[src/rtl/ring_counter_pkg.sv]
// rtl/ring_counter_pkg.sv - shared types and seed constants for the ring/Johnson counter
package ring_counter_pkg;

  typedef enum logic {
    MODE_RING    = 1'b0,
    MODE_JOHNSON = 1'b1
  } mode_t;

  typedef enum logic {
    DIR_LEFT  = 1'b0,
    DIR_RIGHT = 1'b1
  } dir_t;

  // Seeds used when recovering from an illegal state (ring: LSB set, Johnson: all zeros)
  localparam int RING_SEED    = 1;
  localparam int JOHNSON_SEED = 0;

endpackage

[src/rtl/shift_state_check.sv]
// rtl/shift_state_check.sv - combinational legality check of a ring/Johnson counter state
module shift_state_check
  import ring_counter_pkg::*;
#(
  parameter int NBITS = 4
) (
  input  logic [NBITS-1:0] count,
  input  mode_t            mode,
  output logic             illegal
);

  logic [31:0] ones;
  logic [31:0] edges;

  // Ring states hold exactly one set bit; Johnson states have at most one 0/1 boundary
  always_comb begin
    ones  = '0;
    edges = '0;
    for (int i = 0; i < NBITS; i++) begin
      ones = ones + {31'b0, count[i]};
    end
    for (int i = 0; i < NBITS - 1; i++) begin
      edges = edges + {31'b0, count[i] ^ count[i+1]};
    end
    if (mode == MODE_JOHNSON) begin
      illegal = (edges > 32'd1);
    end else begin
      illegal = (ones != 32'd1);
    end
  end

endmodule

[src/rtl/ring_counter_gen.sv]
// rtl/ring_counter_gen.sv - parametrised ring/Johnson shift counter with position and wrap
// Optional macro RING_SELF_CORRECT_EN: an enabled step from an illegal state reloads the seed.
module ring_counter_gen
  import ring_counter_pkg::*;
#(
  parameter int NBITS = 4,
  parameter int NPOS  = $clog2(2 * NBITS)
) (
  input  logic             clk_2,
  input  logic             reset,
  input  logic             en,
  input  logic             load,
  input  logic [NBITS-1:0] data_in,
  input  logic             mode,
  input  logic             dir,
  output logic [NBITS-1:0] count,
  output logic [NPOS-1:0]  pos,
  output logic             wrap,
  output logic             illegal
);

  localparam int PW = NPOS + 1;

  logic [NBITS-1:0] count_q, count_d;
  logic [NPOS-1:0]  pos_q, pos_d;
  logic             wrap_q, wrap_d;

  mode_t            mode_e;
  dir_t             dir_e;
  logic             feedback_inv;
  logic [PW-1:0]    period;
  logic [PW-1:0]    pos_ext;
  logic [NBITS-1:0] count_shift;
  logic [NPOS-1:0]  pos_step;

  assign mode_e       = mode_t'(mode);
  assign dir_e        = dir_t'(dir);
  assign feedback_inv = (mode_e == MODE_JOHNSON);
  assign period       = (mode_e == MODE_JOHNSON) ? PW'(2 * NBITS) : PW'(NBITS);
  assign pos_ext      = {1'b0, pos_q};

  shift_state_check #(
    .NBITS (NBITS)
  ) u_check (
    .count   (count_q),
    .mode    (mode_e),
    .illegal (illegal)
  );

  always_comb begin
    count_shift = count_q;
    pos_step    = pos_q;
    if (dir_e == DIR_LEFT) begin
      count_shift = {count_q[NBITS-2:0], count_q[NBITS-1] ^ feedback_inv};
      if (pos_ext >= period - PW'(1)) begin
        pos_step = '0;
      end else begin
        pos_step = pos_q + NPOS'(1);
      end
    end else begin
      count_shift = {count_q[0] ^ feedback_inv, count_q[NBITS-1:1]};
      // A stale pos beyond the current period (after a mode change) snaps to the top
      if ((pos_q == '0) || (pos_ext >= period)) begin
        pos_step = NPOS'(period - PW'(1));
      end else begin
        pos_step = pos_q - NPOS'(1);
      end
    end
  end

  always_comb begin
    count_d = count_q;
    pos_d   = pos_q;
    wrap_d  = 1'b0;
    if (load) begin
      count_d = data_in;
      pos_d   = '0;
    end else if (en) begin
`ifdef RING_SELF_CORRECT_EN
      if (illegal) begin
        count_d = (mode_e == MODE_JOHNSON) ? NBITS'(JOHNSON_SEED) : NBITS'(RING_SEED);
        pos_d   = '0;
      end else begin
        count_d = count_shift;
        pos_d   = pos_step;
        wrap_d  = (pos_step == '0);
      end
`else
      count_d = count_shift;
      pos_d   = pos_step;
      wrap_d  = (pos_step == '0);
`endif
    end
  end

  always_ff @(posedge clk_2) begin
    if (reset) begin
      count_q <= '0;
      pos_q   <= '0;
      wrap_q  <= 1'b0;
    end else begin
      count_q <= count_d;
      pos_q   <= pos_d;
      wrap_q  <= wrap_d;
    end
  end

  assign count = count_q;
  assign pos   = pos_q;
  assign wrap  = wrap_q;

endmodule

[config.mk]
export PLATFORM = sky130hd
export DESIGN_NAME = ring_counter_gen
export DESIGN_NICKNAME = d
export VERILOG_FILES = /design/src/rtl/ring_counter_pkg.sv /design/src/rtl/shift_state_check.sv /design/src/rtl/ring_counter_gen.sv
export SDC_FILE = /design/constraint.sdc
export NUM_CORES = 1
export LEC_CHECK = 0
export CORE_UTILIZATION = 45
export DETAILED_ROUTE_END_ITERATION = 7
export PLACE_DENSITY = 0.75
export SLEW_MARGIN = 20
export SYNTH_ARGS = -nofsm -noshare
export SYNTH_HDL_FRONTEND = slang
export SYNTH_HIERARCHICAL = 1
export SYNTH_SLANG_ARGS = --single-unit
[constraint.sdc]
create_clock -name clk_2 -period 5.5 [get_ports clk_2]
set_clock_uncertainty 0.2 [all_clocks]
set_input_delay 1.1 -clock clk_2 [delete_from_list [all_inputs] [get_ports clk_2]]
set_output_delay 1.1 -clock clk_2 [all_outputs]
set_load 0.05 [all_outputs]
Word level (Yosys, flattened, before mapping):

Index checks and enable logic that the tools add are counted.
W data, S select, Z words.

* memories: 0
* RAM bits: 0
* word-level logic and storage cells: 35
* register bits: 8
* bits in read-only memories: 0
* output and inout bits: 9
* bits in latches: 0
* bits of input ports: 10

* mux-type cells: 8
* bitwise gates (word level): 6
* shift operators: 0
* add/subtract/negate cells: 8
* equality and inequality tests: 1
* divide/modulo/power cells: 0
* order comparisons: 3
* $mul: 0
* reductions and logical operators: 6

Operator list (count)
* $add A32 B1 Y32: 3
* $gt A32 B1 Y1 const B: 1
* $ne A32 B1 Y1 const B: 1
* $mux W4: 4
* $mux W3: 3
* $ge A3 B4 Y1: 2
* $logic_not A3 Y1: 2
* $xor A1 B1 Y1: 5
* $add A1 B1 Y2: 2
* $sub A4 B1 Y4 const B: 1
* $add A3 B1 Y3 const B: 1
* $reduce_or A3 Y1: 1
* $sub A3 B1 Y3 const B: 1
* $reduce_bool A2 Y1: 1
* $reduce_or A2 Y1: 1
* $logic_or A1 B1 Y1: 1
* $mux W1: 1
* $not A1 Y1: 1

Longest topological paths before layout:

Gate-level depths: netlist of run 1.

* depth after elaboration: 6
* mapped depth: 7

Cells and area by module:

The synthesis of run 1 kept the hierarchy.

By module, submodules not included
* ring_counter_gen: cells each 70, area an instance 580.6 µm², instances 1
* shift_state_check: cells each 16, area an instance 136.4 µm², instances 1

Least setup slack after synthesis of run 1:

OpenSTA, ideal clock, no wires.

* path type: register -> output
* start point: register count_q[0], in the netlist count[0]
* end point: output illegal
* cell stages (with the launch flop): 8
* path slack: 1.163 ns
* arrival: 3.037 ns
* cells stage by stage: dfxtp_1 inv_1 fa_1 inv_1 ha_1 ha_1 nor4b_1 a211oi_1

* longest elaborated chain between the ends: 5
* elaborated cells between the ends (all ways): 9
* those cells by class: 5 x add/sub; 1 x order compare; 1 x eq/ne; 1 x mux; 1 x bitwise

RTL lines
* start, declared: RTL line ring_counter_gen.sv:24 `logic [NBITS-1:0] count_q, count_d;`
* start signal, assigned: RTL line ring_counter_gen.sv:102 `count_q <= count_d;`
* $add A1 B1 Y2 or $xor A1 B1 Y1 (tied branches): RTL line shift_state_check.sv:20, shift_state_check.sv:23
* $add A32 B1 Y32 or $add A1 B1 Y2 (tied branches): RTL line shift_state_check.sv:20, shift_state_check.sv:23
* $add A32 B1 Y32 (on tied branches): RTL line shift_state_check.sv:20, shift_state_check.sv:23
* $ne A32 B1 Y1 or $gt A32 B1 Y1 (tied branches): RTL line shift_state_check.sv:28, shift_state_check.sv:26
* $mux W1 *: RTL line shift_state_check.sv:25 `if (mode == MODE_JOHNSON) begin`
* end, declared: RTL line ring_counter_gen.sv:19 `output logic illegal`

Mark *: on every way between the ends. The rest lies on a longest branch, timed or not.

Final worst setup path of run 1:

* start point: input mode
* end point: output illegal

* longest elaborated chain between the ends: 1

RTL lines
* start, declared: RTL line ring_counter_gen.sv:14 `input logic mode,`
* $mux W1: RTL line shift_state_check.sv:25

Every way passes these cells.

==> results of run 1 <==
## stage by stage
stage / setup slack [ps] / power (mW)
2_1_floorplan: 1163 / 0.1163
3_3_place_gp: 1286 / 0.1365
5_1_grt: 1108 / 0.1989
4_1_cts: 1233 / 0.1861
3_5_place_dp: 1236 / 0.1386
6_report: 1239 / 0.1844
## power groups by stage
| stage | combinational (mW) | sequential (mW) | clock (mW) |
|---|---|---|---|
| final | 0.0710 | 0.0667 | 0.0466 |
| after floorplan | 0.0391 | 0.0771 | 0 |
| after global placement | 0.0689 | 0.0676 | 0 |
| after detailed placement | 0.0708 | 0.0678 | 0 |
| after global routing | 0.0783 | 0.0677 | 0.0530 |
| after CTS | 0.0712 | 0.0666 | 0.0484 |
## metal layers
metal / GRT usage [%] / routed length, um / vias to the layer above / share of wire [%]
met4: 11.61 / 9 / 0 / 0.56
met1: 28.23 / 783 / 310 / 48
met2: 35.00 / 744 / 22 / 46
li1: - / - / 337 / -
met3: 7.826 / 81 / 2 / 5.0
met5: 0 / 0 / - / 0
## Yosys cell counts
cell type	number
a211o_1	2
a211oi_1	1
a21o_1	1
a21oi_1	7
a221oi_1	2
a221oi_2	1
a311oi_2	1
a31oi_1	1
and3_2	1
buf_2	1
buf_6	1
buf_8	1
clkbuf_1	1
dfxtp_1	8
fa_1	1
ha_1	7
inv_1	14
mux2i_1	2
nand2_1	4
nand2b_1	1
nand3_1	1
nor2_1	3
nor2b_1	3
nor3_1	3
nor3_2	1
nor3b_1	1
nor4_1	1
nor4b_1	1
nor4b_2	1
o211ai_1	1
o21ai_0	4
o21ai_1	1
o221a_1	1
o31ai_1	1
or2b_1	1
xnor2_1	2
xor2_1	2
## kinds of logic (layout without fill, tap and decap cells)
kind of cell	after synthesis	count (layout)	synth area share (%)
DFF	8	8	22.34
AOI/OAI and AO/OA	24	24	24.08
muxes	2	2	2.792
adders and majority gates	8	8	15.01
and+or+nand+nor	22	22	18.67
buffers and inverters	18	35	12.21
xor gates and xnor gates	4	4	4.887
## layout make-up
| cell class | count | area share, % |
|---|---|---|
| Timing Repair Buffer | 18 | 19.92 |
| Sequential cell | 8 | 17.70 |
| Inverter | 14 | 5.809 |
| Multi-Input combinational cell | 60 | 51.87 |
| Clock buffer | 3 | 2.490 |
| Tap cell | 16 | 2.213 |
## sequential cells by signal, summed over array words and instances (netlist names)
register  cells
count         4
pos           3
wrap          1
## critical path, delay by kind of cell
| kind | cells | cell delay (ps) |
|---|---|---|
| AO/OA/AOI/OAI | 1 | 190 |
| buffers and inverters | 2 | 1420 |
| AND/OR/NAND/NOR | 1 | 240 |
## worst paths after layout
kind                            startpoint       to  slack (ps)
worst max-delay path                  mode  illegal        1240
worst max register to register      pos[2]   pos[2]        3710
worst min register to register      pos[1]   pos[1]         340
worst min-delay path                pos[1]   pos[1]         340
==> impl_metrics.toml, run 1 <==
[outcome]
outcome = "completed"

[pwr]
switching_share_pct = 37.10
p_clk_share_pct = 25.3
p_seq_share_pct = 36.2
pwr-share-comb_pct = 38.5
p_leak_nw = 0.3872
power.internal_mw = 0.1160
power_switching_mw = 0.06840
peakVddDrop_mv = 0.1452
cellPowerDensity_nw_per_um2 = 203.8

[synthesis]
seq_area_frac_synth_pct = 22.34
syn_area_um2 = 716.9
synth_area_leaders = "dfxtp_1 (22%), ha_1 (12%), inv_1 (7.3%)"
netlist.area_leader.share_pct = 22.34
synth.avg_cell_area_um2 = 8.336
syn_nets = 104
synth_warnings = 6
netlist-cell-type-count = 37
netlist_instances = 86
synth-seq-cells = 8
synth_top_cell_by_area = "dfxtp_1"

[min_path]
holdPathStages = 2
worst_hold_path_type = "reg2reg"

[grt]
grt_pass1_vias = 723
grt_overflow_total = 0
grt_usage_pct = 22.85
grt_pass1_wl_um = 3049
grt_max_degree = 16
antenna_found_initial = 0

[clock_network]
postCtsSetupBuffers = 0
cts_buffers = 3
clock-sinks = 8
ctsHoldBuffers = 0
cts_resized = 0
clk_latency_ps = 260
cts-root-buf = "clkbuf_4"
cts.clk_slew.worst_paths_ps = 50
cts_tree = "done"
clock_path_buffers = 2
cts.htree.levels = 1

[drt]
first_iter_violations = 20
vias_per_cell = 5.639
vias = 671
post-route-drc-count = 0
drtAntennaViolNets = 0
routedWlPerCell_um = 13.60
dr.pass1.iters = 4
wl_um = 1618

[floorplan]
die_x_um = 41.92
start_util_pct = 48.15
core_um2 = 1489
die-height_um = 41.92
num_rows = 14
dieArea_um2 = 1757
io_pins = 19

[cells_and_area]
layout_common_cells = "clkdlybuf4s50_1 (18), inv_1 (14), dfxtp_1 (8)"
fillers = 141
nNetsFinal = 123
diodes = 0
seq_area_um2 = 160.2
final_util_pct = 60.76
syn2layout_area_growth_pct = 26.18
multi_input_area_um2 = 469.2
final_common_cell = "clkdlybuf4s50_1"
finalInstanceArea_um2 = 904.6
finalNonFillerCells = 119
final_layout_size_suffix_gt1_share_pct = 7.767

[place]
port_buffers = 18
placed_cells = 116
hpwl_um = 1134
detailed_place.area_um2 = 882.1
gp_congestion = 0.7757

[job]
maxCapViolCount = 0

[timing]
fin_crit_sh_pct = 77.47
clock.fmax_mhz = 234.7
finalHoldViolations = 0
rsz0062_at_grt = "false"
finalSetupTns_ps = 0
report.final.slew_viol_count = 0
hold_ws_ps = 343.5
setup_violations = 0
max-slew-margin-rel_pct = 60.83
period_minus_slack_ps = 4261
worst_pin_slew_ps = 585.7

[critical_path]
crit_top_cell = "clkdlybuf4s50_1"
worstPathRequired_ps = 4200
startpoint_type = "input pin"
cpMaxStageDelayCell = "clkdlybuf4s50_1"
crit_arrival_ps = 2960
slowest_delay_ps = 830
worstPathCellList = "clkdlybuf4s50_1 > nor3b_1 > a211oi_1 > clkdlybuf4s50_1"
crit_path_end_kind = "output pin"
critical_path_class = "in2out"
critPathMaxFanout = 9
r2r_cells = 4
(Power assumes the default switching activity.)
==> run 2, diff against run 1 <==
Settings changed: CORE_UTILIZATION 45 to 42, PLACE_DENSITY 0.75 to 0.73.
Clock period 5.5 ns to 3.5 ns, I/O delays scaled along.
==> run 2 against run 1 <==
Compared with the run above: worst setup slack got worse by 1100 ps; via count fell by 0.30%; sequential share of layout area barely moved; largest power group unchanged; combinational power rose by 59%.
==> impl_metrics.toml, run 2 (same netlist as run 1, synthesis figures left out) <==
[outcome]
outcome = "completed"

[critical_path]
crit_family = "adder cells"
worstPathCellList = "inv_1 > fa_1 > inv_1 > ha_1 > ha_1 > nor4b_1 > a211oi_2 > buf_4"
worstPathRequired_ps = 2600
cpMaxStageDelayCell = "fa_1"
crit_arrival_ps = 2430
slowest_delay_ps = 510
startpoint_type = "flop"
crit_path_end_kind = "output pin"
critPathMaxFanout = 7
critical_path_class = "reg2out"
path_buf_inv = 3

[drt]
dr.pass1.iters = 3
vias_per_cell = 5.622
first_iter_violations = 5
post-route-drc-count = 0
drtAntennaViolNets = 0
vias = 669
wl_um = 1547
routedWlPerCell_um = 13.00

[clock_network]
cts.clk_slew.worst_paths_ps = 60
clock_path_buffers = 2
cts_tree = "done"
clock-sinks = 8
clk_latency_ps = 270
cts.htree.levels = 1
cts-root-buf = "clkbuf_4"
ctsHoldBuffers = 0
cts_resized = 0
cts_buffers = 3
postCtsSetupBuffers = 0

[timing]
worst_pin_slew_ps = 580.4
fin_crit_sh_pct = 95.24
clock.fmax_mhz = 300.0
period_minus_slack_ps = 3333
report.final.slew_viol_count = 0
setup_violations = 0
max-slew-margin-rel_pct = 61.19
rsz0062_at_grt = "false"
finalHoldViolations = 0
finalSetupTns_ps = 0

[cells_and_area]
nNetsFinal = 123
diodes = 0
syn2layout_area_growth_pct = 26.53
final_common_cell = "clkdlybuf4s50_1"
largest_register_ff_count = 4
layout_common_cells = "clkdlybuf4s50_1 (17), inv_1 (14), dfxtp_1 (8)"
final_layout_size_suffix_gt1_share_pct = 9.709
fillers = 144

[grt]
grt_pass1_wl_um = 2622
grt_overflow_total = 0
grt_max_degree = 16
grt_pass1_vias = 616
grt_usage_pct = 19.48
antenna_found_initial = 0

[pwr]
pwr-share-comb_pct = 38.4
fin_total_pwr_mw = 0.2953
p_seq_share_pct = 35.2
p_clk_share_pct = 26.4
power.internal_mw = 0.1823
switching_share_pct = 38.25
p_leak_nw = 0.3895
peakVddDrop_mv = 0.2580
cellPowerDensity_nw_per_um2 = 325.5
power_switching_mw = 0.1129

[place]
hpwl_um = 1189
gp_congestion = 0.7766
port_buffers = 18

[floorplan]
num_rows = 14
die-height_um = 43.32
start_util_pct = 46.51
dieArea_um2 = 1876
die_x_um = 43.32
core_um2 = 1541
io_pins = 19

[min_path]
worst_hold_path_type = "reg2reg"

[job]
maxCapViolCount = 0
==> run 2: changes by cell type in the layout (fill, tap and decap cells not counted), sizes merged <==
cell	delta
clkdlybuf4s50	-1
buf	+1
==> run 2: final timing paths <==
path,start,endpoint,slack (ps),depth (start not counted)
min,pos[1],pos[1],340,2
min reg2reg,pos[1],pos[1],340,2
max reg2reg,pos[2],pos[2],1840,4
max,count[1],illegal,170,8
==> run 2: per-stage QoR <==
step	hold slack, ps	cell area [um^2]	worst slack (ps)	std cells	util [%]
2_1_floorplan	533.4	721.9	48.07	86	-
3_3_place_gp	317.7	884.6	486.0	116	57.39
3_5_place_dp	324.0	884.6	446.4	116	57.39
4_1_cts	332.1	907.1	162.2	119	58.85
5_1_grt	344.2	907.1	46.13	119	58.85
6_report	335.5	907.1	166.8	119	58.85
==> run 2: area by class of cell <==
cell class                 instances  area, um^2  area share (%)
multi-input combinational         60       474.2           52.28
timing repair buffer              18       177.7           19.59
sequential                         8       160.2           17.66
inverter                          14       52.55           5.793
clock buffer                       3       22.52           2.483
tap                               16       20.02           2.207
==> run 2: per-layer routing <==
| layer | GRT usage [%] | part of all wire (%) | up-vias |
|---|---|---|---|
| met1 | 22.34 | 47 | 313 |
| li1 | - | - | 338 |
| met5 | 0 | 0 | - |
| met2 | 32.54 | 48 | 13 |
| met4 | 12.73 | 2.6 | 0 |
| met3 | 3.830 | 2.5 | 5 |
==> run 2: worst reg2reg max path: cells and delay by family, from the launching register on <==
kind                     cells  cell delay [ps]
AND/OR/NAND/NOR              1              310
flip-flops                   1              410
adder cells (fa/ha/maj)      1              280
AO/OA/AOI/OAI                2              360
==> run 2: power groups by stage <==
stage	Sequential [mW]	Combinational [mW]	Clock, mW
after floorplan	0.121	0.0636	0
after global placement	0.106	0.111	0
after detailed placement	0.106	0.114	0
after CTS	0.104	0.114	0.0800
after global routing	0.105	0.122	0.0843
final	0.104	0.113	0.0780
==> run 3, diff against run 2 <==
Settings changed: CORE_UTILIZATION 42 to 44, CTS_BUF_LIST set to sky130_fd_sc_hd__clkbuf_8, PLACE_DENSITY 0.73 to 0.76.
==> run 3 against run 2 <==
Compared with the run above: sequential share of layout area decreased by 0.36 points; global-route usage increased by 0.32 points; clock power increased by 46%; sequential cell count unchanged; cell count unchanged; sequential power about the same; design area increased by 2.1%; worst hold slack got worse by 20 ps; non-clock buffer count unchanged; worst setup slack got worse by 35 ps; wire length increased by 4.2%; maximum frequency decreased by 1.0%; critical path type unchanged.
==> impl_metrics.toml, run 3 (same netlist as run 1, synthesis figures left out) <==
[drt]
vias_per_cell = 5.647
routedWlPerCell_um = 13.55
post-route-drc-count = 0
drtAntennaViolNets = 0
dr.pass1.iters = 4
vias = 672
wl_um = 1612
first_iter_violations = 16

[clock_network]
ctsHoldBuffers = 0
postCtsSetupBuffers = 0
cts.clk_slew.worst_paths_ps = 40
clk_latency_ps = 230
cts-root-buf = "clkbuf_8"
cts_buffers = 3
clock_path_buffers = 2
cts_resized = 0
clock-sinks = 8
cts.htree.levels = 1
cts_tree = "done"

[cells_and_area]
syn2layout_area_growth_pct = 29.14
final_util_pct = 61.46
largest_register_ff_count = 4
fillers = 139
diodes = 0
final_common_cell = "clkdlybuf4s50_1"
finalInstanceArea_um2 = 925.9
nNetsFinal = 123
finalNonFillerCells = 119
final_layout_size_suffix_gt1_share_pct = 9.709
layout_common_cells = "clkdlybuf4s50_1 (17), inv_1 (14), dfxtp_1 (8)"

[critical_path]
crit_family = "adder cells"
worstPathRequired_ps = 2600
cpMaxStageDelayCell = "fa_1"
startpoint_type = "flop"
path_buf_inv = 3
r2r_cells = 4
path_depth = 8
slowest_delay_ps = 540
crit_path_end_kind = "output pin"
worstPathCellList = "inv_1 > fa_1 > inv_1 > ha_1 > ha_1 > nor4b_1 > a211oi_2 > buf_4"
critical_path_class = "reg2out"
critPathMaxFanout = 6
crit_arrival_ps = 2470

[place]
port_buffers = 18
detailed_place.area_um2 = 884.6
gp_congestion = 0.7969
post-place-ws_ps = 382.0
hpwl_um = 1168
placed_cells = 116

[timing]
finalHoldViolations = 0
worst_pin_slew_ps = 586.6
setup_violations = 0
finalSetupTns_ps = 0
fin_crit_sh_pct = 96.24
rsz0062_at_grt = "false"
hold_ws_ps = 315.6
setup_slack_ps = 131.7
clock.fmax_mhz = 296.9
max-slew-margin-rel_pct = 60.77
period_minus_slack_ps = 3368
report.final.slew_viol_count = 0

[pwr]
fin_total_pwr_mw = 0.3322
p_leak_nw = 0.3972
cellPowerDensity_nw_per_um2 = 358.8
peakVddDrop_mv = 0.3621

[floorplan]
die_x_um = 42.37
core_um2 = 1506
die-height_um = 42.37
io_pins = 19
start_util_pct = 47.59
num_rows = 14
dieArea_um2 = 1795

[grt]
grt_usage_pct = 19.80
grt_overflow_total = 0
grt_pass1_wl_um = 2691
grt_max_degree = 16
antenna_found_initial = 0
grt_pass1_vias = 647

[outcome]
outcome = "completed"

[min_path]
holdPathStages = 2
worst_hold_path_type = "reg2reg"

[job]
maxCapViolCount = 0
run 3: cell counts in the layout (fill, tap and decap cells not counted):
No cell type changed its count.
run 3: path summary, 6_finish.rpt:
path | start | slack, ps | to
max reg2reg | pos[2] | 1760 | pos[2]
min | pos[1] | 320 | pos[1]
min reg2reg | pos[1] | 320 | pos[1]
max | count[0] | 130 | illegal
run 3: area by class of cell:
| cell class | instances | area (um^2) | share of cell area (%) |
|---|---|---|---|
| inverters | 14 | 52.55 | 5.676 |
| well taps | 16 | 20.02 | 2.162 |
| repair buffers | 18 | 177.7 | 19.19 |
| multi-input cells | 60 | 474.2 | 51.22 |
| clock buffers | 3 | 41.29 | 4.459 |
| flip-flops and latches | 8 | 160.2 | 17.30 |
run 3: worst register-to-register path: cells and delay by family, from the launching register on:
kind	cells	cell delay, ps
adder cells (fa/ha/maj)	1	290
AO/OA/AOI/OAI	2	430
flip-flops	1	400
AND/OR/NAND/NOR	1	320
run 3: power breakdown:
| group | switching [mW] | internal [mW] |
|---|---|---|
| logic | 0.0663 | 0.0467 |
| clock network | 0.0396 | 0.0748 |
| registers | 0.00845 | 0.0964 |
| total | 0.114 | 0.218 |
run 3: routing by layer:
metal | vias up | part of all wire [%] | track usage, %
met5 | - | 0 | 0
met4 | 0 | 1.5 | 5.625
met3 | 4 | 4.2 | 7.759
met2 | 15 | 51 | 32.62
met1 | 317 | 43 | 23.80
li1 | 336 | - | -
